`config.mk`:
```
export PLATFORM = sky130hd
export DESIGN_NAME = frame_plot_sequencer
export DESIGN_NICKNAME = d
export VERILOG_FILES = /design/src/rtl/car_game_pkg.sv /design/src/rtl/frame_plot_sequencer_scroll_offset_ctr.sv /design/src/rtl/frame_plot_sequencer.sv
export SDC_FILE = /design/constraint.sdc
export NUM_CORES = 1
export LEC_CHECK = 0
export ABC_AREA = 1
export CAP_MARGIN = 20
export CORE_MARGIN = 8
export CORE_UTILIZATION = 60
export DETAILED_ROUTE_END_ITERATION = 16
export PLACE_DENSITY = 0.86
export SLEW_MARGIN = 20
export SYNTH_ARGS = -nofsm -noshare
export SYNTH_HDL_FRONTEND = slang
export SYNTH_HIERARCHICAL = 1
export SYNTH_SLANG_ARGS = --single-unit
```
`constraint.sdc`:
```
create_clock -name Clock -period 7.6 [get_ports Clock]
set_input_delay 0.76 -clock Clock [delete_from_list [all_inputs] [get_ports Clock]]
set_output_delay 0.76 -clock Clock [all_outputs]
set_load 0.005 [all_outputs]
```
`src/rtl/car_game_pkg.sv`:
```
// Shared types and constants for the car game display path: frame sequencer
// states, colour width, native screen size and the scrolled-row helper.
package car_game_pkg;

    typedef enum logic [2:0] {
        IDLE  = 3'd0,
        BG    = 3'd1,
        SPR   = 3'd2,
        DRAIN = 3'd3,
        DONE  = 3'd4
    } state_t;

    localparam int COLOUR_W = 3;
    localparam int SCREEN_W = 160;
    localparam int SCREEN_H = 120;

    // Background row for screen row yc under a scroll offset, wrapped once into
    // 0..height-1 (yc and offset are each already below height).
    function automatic logic [7:0] wrap_row(input logic [6:0] yc,
                                            input logic [6:0] offset,
                                            input int         height);
        logic [7:0] sum;
        sum = {1'b0, yc} + {1'b0, offset};
        return (sum >= 8'(height)) ? (sum - 8'(height)) : sum;
    endfunction

endpackage

```
`src/rtl/frame_plot_sequencer_scroll_offset_ctr.sv`:
```
// Scroll offset for the background: collects ScrollStep ticks into a pending
// flag and steps the offset down one row (wrapping) when Apply is pulsed.
module scroll_offset_ctr
    import car_game_pkg::*;
#(
    parameter int HEIGHT = SCREEN_H
) (
    input  logic       Clock,
    input  logic       Resetn,
    input  logic       ScrollStep,
    input  logic       Apply,
    output logic [6:0] Offset
);

    logic [6:0] offset_q, offset_d;
    logic       pending_q, pending_d;

    always_comb begin
        offset_d  = offset_q;
        pending_d = pending_q;
        if (Apply) begin
            if (pending_q) begin
                offset_d = (offset_q == 7'd0) ? 7'(HEIGHT - 1) : (offset_q - 7'd1);
            end
            // A tick landing on the apply cycle belongs to the next frame.
            pending_d = ScrollStep;
        end else if (ScrollStep) begin
            pending_d = 1'b1;
        end
    end

    always_ff @(posedge Clock) begin
        if (!Resetn) begin
            offset_q  <= 7'd0;
            pending_q <= 1'b0;
        end else begin
            offset_q  <= offset_d;
            pending_q <= pending_d;
        end
    end

    assign Offset = offset_q;

endmodule

```
`src/rtl/frame_plot_sequencer.sv`:
```
// Draws one frame per Start: scrolled background, then the car sprite, through a
// single plot port. Optional sprite transparency: define SPRITE_TRANSPARENCY_EN.
module frame_plot_sequencer
    import car_game_pkg::*;
#(
    parameter int                     WIDTH       = SCREEN_W,
    parameter int                     HEIGHT      = SCREEN_H,
    parameter int                     SPR_W       = 8,
    parameter int                     SPR_H       = 12,
    parameter logic [COLOUR_W-1:0]    TRANSPARENT = 3'b000
) (
    input  logic                Clock,
    input  logic                Resetn,
    input  logic                Start,
    input  logic                ScrollStep,
    input  logic [7:0]          CarX,
    input  logic [6:0]          CarY,
    output logic [14:0]         BgAddr,
    input  logic [COLOUR_W-1:0] BgColour,
    output logic [6:0]          SprAddr,
    input  logic [COLOUR_W-1:0] SprColour,
    output logic [7:0]          VGA_X,
    output logic [6:0]          VGA_Y,
    output logic [COLOUR_W-1:0] VGA_Colour,
    output logic                Plot,
    output logic                Busy,
    output logic                Done
);

    localparam logic [7:0] X_LAST  = 8'(WIDTH - 1);
    localparam logic [6:0] Y_LAST  = 7'(HEIGHT - 1);
    localparam logic [6:0] SX_LAST = 7'(SPR_W - 1);
    localparam logic [6:0] SY_LAST = 7'(SPR_H - 1);

    state_t     state_q, state_d;
    logic [7:0] xc_q, xc_d;
    logic [6:0] yc_q, yc_d;
    logic [6:0] sx_q, sx_d;
    logic [6:0] sy_q, sy_d;
    logic [7:0] car_x_q, car_x_d;
    logic [6:0] car_y_q, car_y_d;
    logic       busy_q, busy_d;
    logic       done_q, done_d;

    // Pixel stage aligned with the 1-cycle ROM read latency.
    logic [7:0] pix_x_q, pix_x_d;
    logic [6:0] pix_y_q, pix_y_d;
    logic       pix_spr_q, pix_spr_d;
    logic       pix_v_q, pix_v_d;

    logic [6:0]  offset;
    logic        apply;
    logic [7:0]  bg_row;
    logic [14:0] bg_addr_w;
    logic [6:0]  spr_addr_w;
    logic [8:0]  spr_x;
    logic [7:0]  spr_y;
    logic        spr_in_bounds;
    logic        bg_last;
    logic        spr_last;

    scroll_offset_ctr #(
        .HEIGHT (HEIGHT)
    ) u_scroll (
        .Clock      (Clock),
        .Resetn     (Resetn),
        .ScrollStep (ScrollStep),
        .Apply      (apply),
        .Offset     (offset)
    );

    assign apply = (state_q == DONE);

    // Address generation; offset is only stepped in DONE, so a frame never tears.
    always_comb begin
        bg_row     = wrap_row(yc_q, offset, HEIGHT);
        bg_addr_w  = 15'(bg_row) * 15'(WIDTH) + 15'(xc_q);
        spr_addr_w = sy_q * 7'(SPR_W) + sx_q;
        spr_x      = {1'b0, car_x_q} + 9'(sx_q);
        spr_y      = {1'b0, car_y_q} + 8'(sy_q);
        spr_in_bounds = (spr_x < 9'(WIDTH)) && (spr_y < 8'(HEIGHT));
        bg_last    = (xc_q == X_LAST) && (yc_q == Y_LAST);
        spr_last   = (sx_q == SX_LAST) && (sy_q == SY_LAST);
    end

    assign BgAddr  = (state_q == BG)  ? bg_addr_w  : 15'd0;
    assign SprAddr = (state_q == SPR) ? spr_addr_w : 7'd0;

    always_comb begin
        state_d   = state_q;
        xc_d      = xc_q;
        yc_d      = yc_q;
        sx_d      = sx_q;
        sy_d      = sy_q;
        car_x_d   = car_x_q;
        car_y_d   = car_y_q;
        pix_x_d   = 8'd0;
        pix_y_d   = 7'd0;
        pix_spr_d = 1'b0;
        pix_v_d   = 1'b0;

        unique case (state_q)
            IDLE: begin
                if (Start) begin
                    car_x_d = CarX;
                    car_y_d = CarY;
                    xc_d    = 8'd0;
                    yc_d    = 7'd0;
                    state_d = BG;
                end
            end
            BG: begin
                pix_x_d = xc_q;
                pix_y_d = yc_q;
                pix_v_d = 1'b1;
                if (xc_q == X_LAST) begin
                    xc_d = 8'd0;
                    yc_d = yc_q + 7'd1;
                end else begin
                    xc_d = xc_q + 8'd1;
                end
                if (bg_last) begin
                    xc_d    = 8'd0;
                    yc_d    = 7'd0;
                    sx_d    = 7'd0;
                    sy_d    = 7'd0;
                    state_d = SPR;
                end
            end
            SPR: begin
                // Off-screen sprite pixels still consume a cycle, only the strobe is dropped.
                pix_x_d   = spr_x[7:0];
                pix_y_d   = spr_y[6:0];
                pix_spr_d = 1'b1;
                pix_v_d   = spr_in_bounds;
                if (sx_q == SX_LAST) begin
                    sx_d = 7'd0;
                    sy_d = sy_q + 7'd1;
                end else begin
                    sx_d = sx_q + 7'd1;
                end
                if (spr_last) begin
                    sx_d    = 7'd0;
                    sy_d    = 7'd0;
                    state_d = DRAIN;
                end
            end
            DRAIN: begin
                state_d = DONE;
            end
            DONE: begin
                state_d = IDLE;
            end
            default: begin
                state_d = IDLE;
            end
        endcase

        busy_d = (state_d != IDLE);
        done_d = (state_d == DONE);
    end

    always_ff @(posedge Clock) begin
        if (!Resetn) begin
            state_q   <= IDLE;
            xc_q      <= 8'd0;
            yc_q      <= 7'd0;
            sx_q      <= 7'd0;
            sy_q      <= 7'd0;
            car_x_q   <= 8'd0;
            car_y_q   <= 7'd0;
            busy_q    <= 1'b0;
            done_q    <= 1'b0;
            pix_x_q   <= 8'd0;
            pix_y_q   <= 7'd0;
            pix_spr_q <= 1'b0;
            pix_v_q   <= 1'b0;
        end else begin
            state_q   <= state_d;
            xc_q      <= xc_d;
            yc_q      <= yc_d;
            sx_q      <= sx_d;
            sy_q      <= sy_d;
            car_x_q   <= car_x_d;
            car_y_q   <= car_y_d;
            busy_q    <= busy_d;
            done_q    <= done_d;
            pix_x_q   <= pix_x_d;
            pix_y_q   <= pix_y_d;
            pix_spr_q <= pix_spr_d;
            pix_v_q   <= pix_v_d;
        end
    end

    // Plot stage: ROM data arrives now, one cycle after its address.
`ifdef SPRITE_TRANSPARENCY_EN
    assign Plot = pix_v_q && (!pix_spr_q || (SprColour != TRANSPARENT));
`else
    logic unused_transparent;
    assign unused_transparent = ^TRANSPARENT;
    assign Plot = pix_v_q;
`endif

    assign VGA_X      = pix_x_q;
    assign VGA_Y      = pix_y_q;
    assign VGA_Colour = !pix_v_q ? '0 : (pix_spr_q ? SprColour : BgColour);
    assign Busy       = busy_q;
    assign Done       = done_q;

endmodule

```
==> flow_summary.yaml <==
worst_setup_path:
  critPathKind: "reg -> out"
  crit_fanout: 5
  cpPeakStageDelay_ns: 0.51
  cp.depth: 24
  worstPathRequired_ns: 6.84
  critPathLaunchType: "register"
  path_delay_family: "simple AND/OR/NAND/NOR gates"
  r2r_cells: 10
  rrSetupSlack_ns: 4.89
  arrival_ns: 4.90
  crit_top_cell: "nand2_1"
  cp_slowest_cell: "clkdlybuf4s50_1"
  critPathCaptureType: "primary output"
  crit_chain: "ha_1 > fa_1 > nand3_1 > nand3_1 > nand2_1 > nand2_1 > nor2_2 > inv_2 > nor2_4 > nand2_4 > nand2_2 > xor2_1 > ha_1 > ha_1 > inv_1 > fa_1 > xnor2_1 > nand2_1 > nor3_1 > nand3_2 > nand2_1 > nand2_1 > nor2_1 > clkdlybuf4s50_1"
  cp.buffers_inverters: 3
yosys:
  synth_flop_cell: "dfxtp_1"
  async_flop_share: 0
  synth_top_area_cell: "dfxtp_1"
  synthTopCellsByArea: "dfxtp_1 (30%), ha_1 (11%), nand2_1 (8.8%), inv_1 (8.0%), nor2_1 (7.1%)"
  ys_ff_latch: 74
  ys_types: 43
  ys_warn_count: 6
  ys_seq_area_frac: 0.302
  synth_fp_nets: 777
  synth-edff-count: 0
  netlist_area_um2: 4910
  synthCells: 702
  avgSynthCellArea_um2: 7.00
  yosysTopAreaCellShare: 0.302
  yosysMostFrequentCell: "nand2_1"
  synthTopCellsByCount: "nand2_1 (115), inv_1 (105), nor2_1 (93)"
detailed_routing:
  drtIter0Drc: 271
  routedWlPerCell_um: 14.1
  firstDrtPassIters: 5
  antenna_left: 0
  dr_total_vias: 4855
  wl_um: 12400
  drc: 0
  vias_per_cell: 5.52
cts:
  cts_resized: 0
  cts_buffers: 9
  clock_latency_ns: 0.36
  clock-root-buffer: "clkbuf_8"
  cts_tree: "yes"
  cts_setup_buffers: 0
  clk_path_buf_depth: 2
  clkTransAtPathRegs_ns: 0.07
  htree_levels: 3
  cts_hold_buf: 0
  cts_num_sinks: 74
placement:
  hpwl_um: 9700
  gp_congestion: 0.951
  io_buffers: 67
final_layout:
  antenna_cells: 0
  area_growth_pct: 19.6
  utilization: 0.726
  drive_gt1_frac: 0.0723
  fin_nets: 846
sta:
  grt_setup_unrepaired: "no"
  final_max_slew_viol_count: 0
  relSlewSlack: 0.455
  layout_min_cycle_time_ns: 5.66
  finalSetupTns_ns: 0
  fmax_mhz: 177
  whs_ns: 0.483
  finClkSkew_ns: 0.0115
  setup_viol: 0
  fin_crit_sh: 0.744
  hold_violations: 0
  worstMarginPinSlew_ns: 0.815
global_route:
  grt_max_degree: 41
  antenna_found_initial: 0
  grt_pass1_vias: 4872
  grt_pass1_wl_um: 21300
  grtUsageTotal: 0.225
  overflow: 0
min_path:
  whs_path_depth: 2
  min_path_type: "reg -> reg"
power:
  powerDensity_nw_per_um2: 134
  worst_ir_drop_vdd_mv: 0.103
  p_leak_nw: 2.57
outcome:
  status: "completed"
job:
  maxCapViolCount: 0
floorplanning:
  dieArea_um2: 11300
  die_h_um: 106
  num_rows: 33
  initial_utilization: 0.607
  core_um2: 8090
  ios: 68
  die_x_um: 106
## flip-flops by register name, summed over array words and instances, names as in the netlist, 3 cells and up
| name | flops |
|---|---|
| u_scroll/Offset | 7 |
| sx_q | 7 |
| car_x_q | 8 |
| VGA_Y | 7 |
| car_y_q | 7 |
| yc_q | 7 |
| VGA_X | 8 |
| xc_q | 8 |
| sy_q | 7 |
| state_q | 3 |
## layer usage
| layer | part of all wire | track usage | up-vias |
|---|---|---|---|
| met5 | 0 | 0 | - |
| met4 | 0.018 | 0.102 | 0 |
| met3 | 0.049 | 0.0381 | 24 |
| met2 | 0.52 | 0.419 | 167 |
| met1 | 0.41 | 0.242 | 2226 |
| li1 | - | - | 2438 |
## final timing paths
check,start,endpoint
max,u_scroll/Offset[0],BgAddr[14]
min,car_x_q[7],car_x_q[7]
max reg2reg,state_q[1],yc_q[6]
min reg2reg,car_x_q[7],car_x_q[7]
## metrics by stage
step                      total power [W]  worst slack (ns)  std cells  area, um2
after floorplan                  0.000457              3.20        702       4910
after global placement           0.000485              2.52        865       5680
after detailed placement         0.000488              2.36        865       5680
after CTS                        0.000785              1.96        880       5880
after global routing             0.000815              1.53        880       5880
final                            0.000785              1.94        880       5880
## power breakdown
| group | switching [W] | internal [W] |
|---|---|---|
| Clock | 0.000145 | 0.000159 |
| Sequential | 0.00000708 | 0.000397 |
| Combinational | 0.0000434 | 0.0000321 |
| Total | 0.000196 | 0.000589 |
## layout by cell type, fill, tap and decap left out, types with 5 or more instances in the layout
cell type / n
nand2_1: 115
inv_1: 105
nor2_1: 93
dfxtp_1: 74
clkdlybuf4s50_1: 67
o21ai_0: 50
ha_1: 44
a21oi_1: 42
nand3_1: 40
nand4_1: 14
xor2_1: 14
nor3_1: 13
inv_2: 11
clkbuf_8: 10
nand2_2: 7
a31oi_1: 6
o22ai_1: 6
fa_1: 6
nand3_2: 5
nor2_2: 5
## worst min-delay path: stages (launching register included)
cell and delay, ns:
dfxtp_1 0.33, inv_1 0.06, a21oi_1 0.05
## cell families after synthesis
kind of cell	after synthesis	synth area share
flops	74	0.302
xor+xnor	18	0.0321
compound gates	122	0.138
buf+inv	126	0.0965
simple gates	312	0.296
fa+ha+maj	50	0.136
## layout make-up
| class | count | area, um2 |
|---|---|---|
| Sequential cell | 74 | 1480 |
| Tap cell | 105 | 131 |
| Clock inverter | 4 | 51.3 |
| Clock buffer | 11 | 141 |
| Inverter | 116 | 435 |
| Multi-Input combinational cell | 502 | 2960 |
| Timing Repair Buffer | 68 | 678 |
| Fill cell | 653 | 2220 |
(Power assumes the default switching activity.)
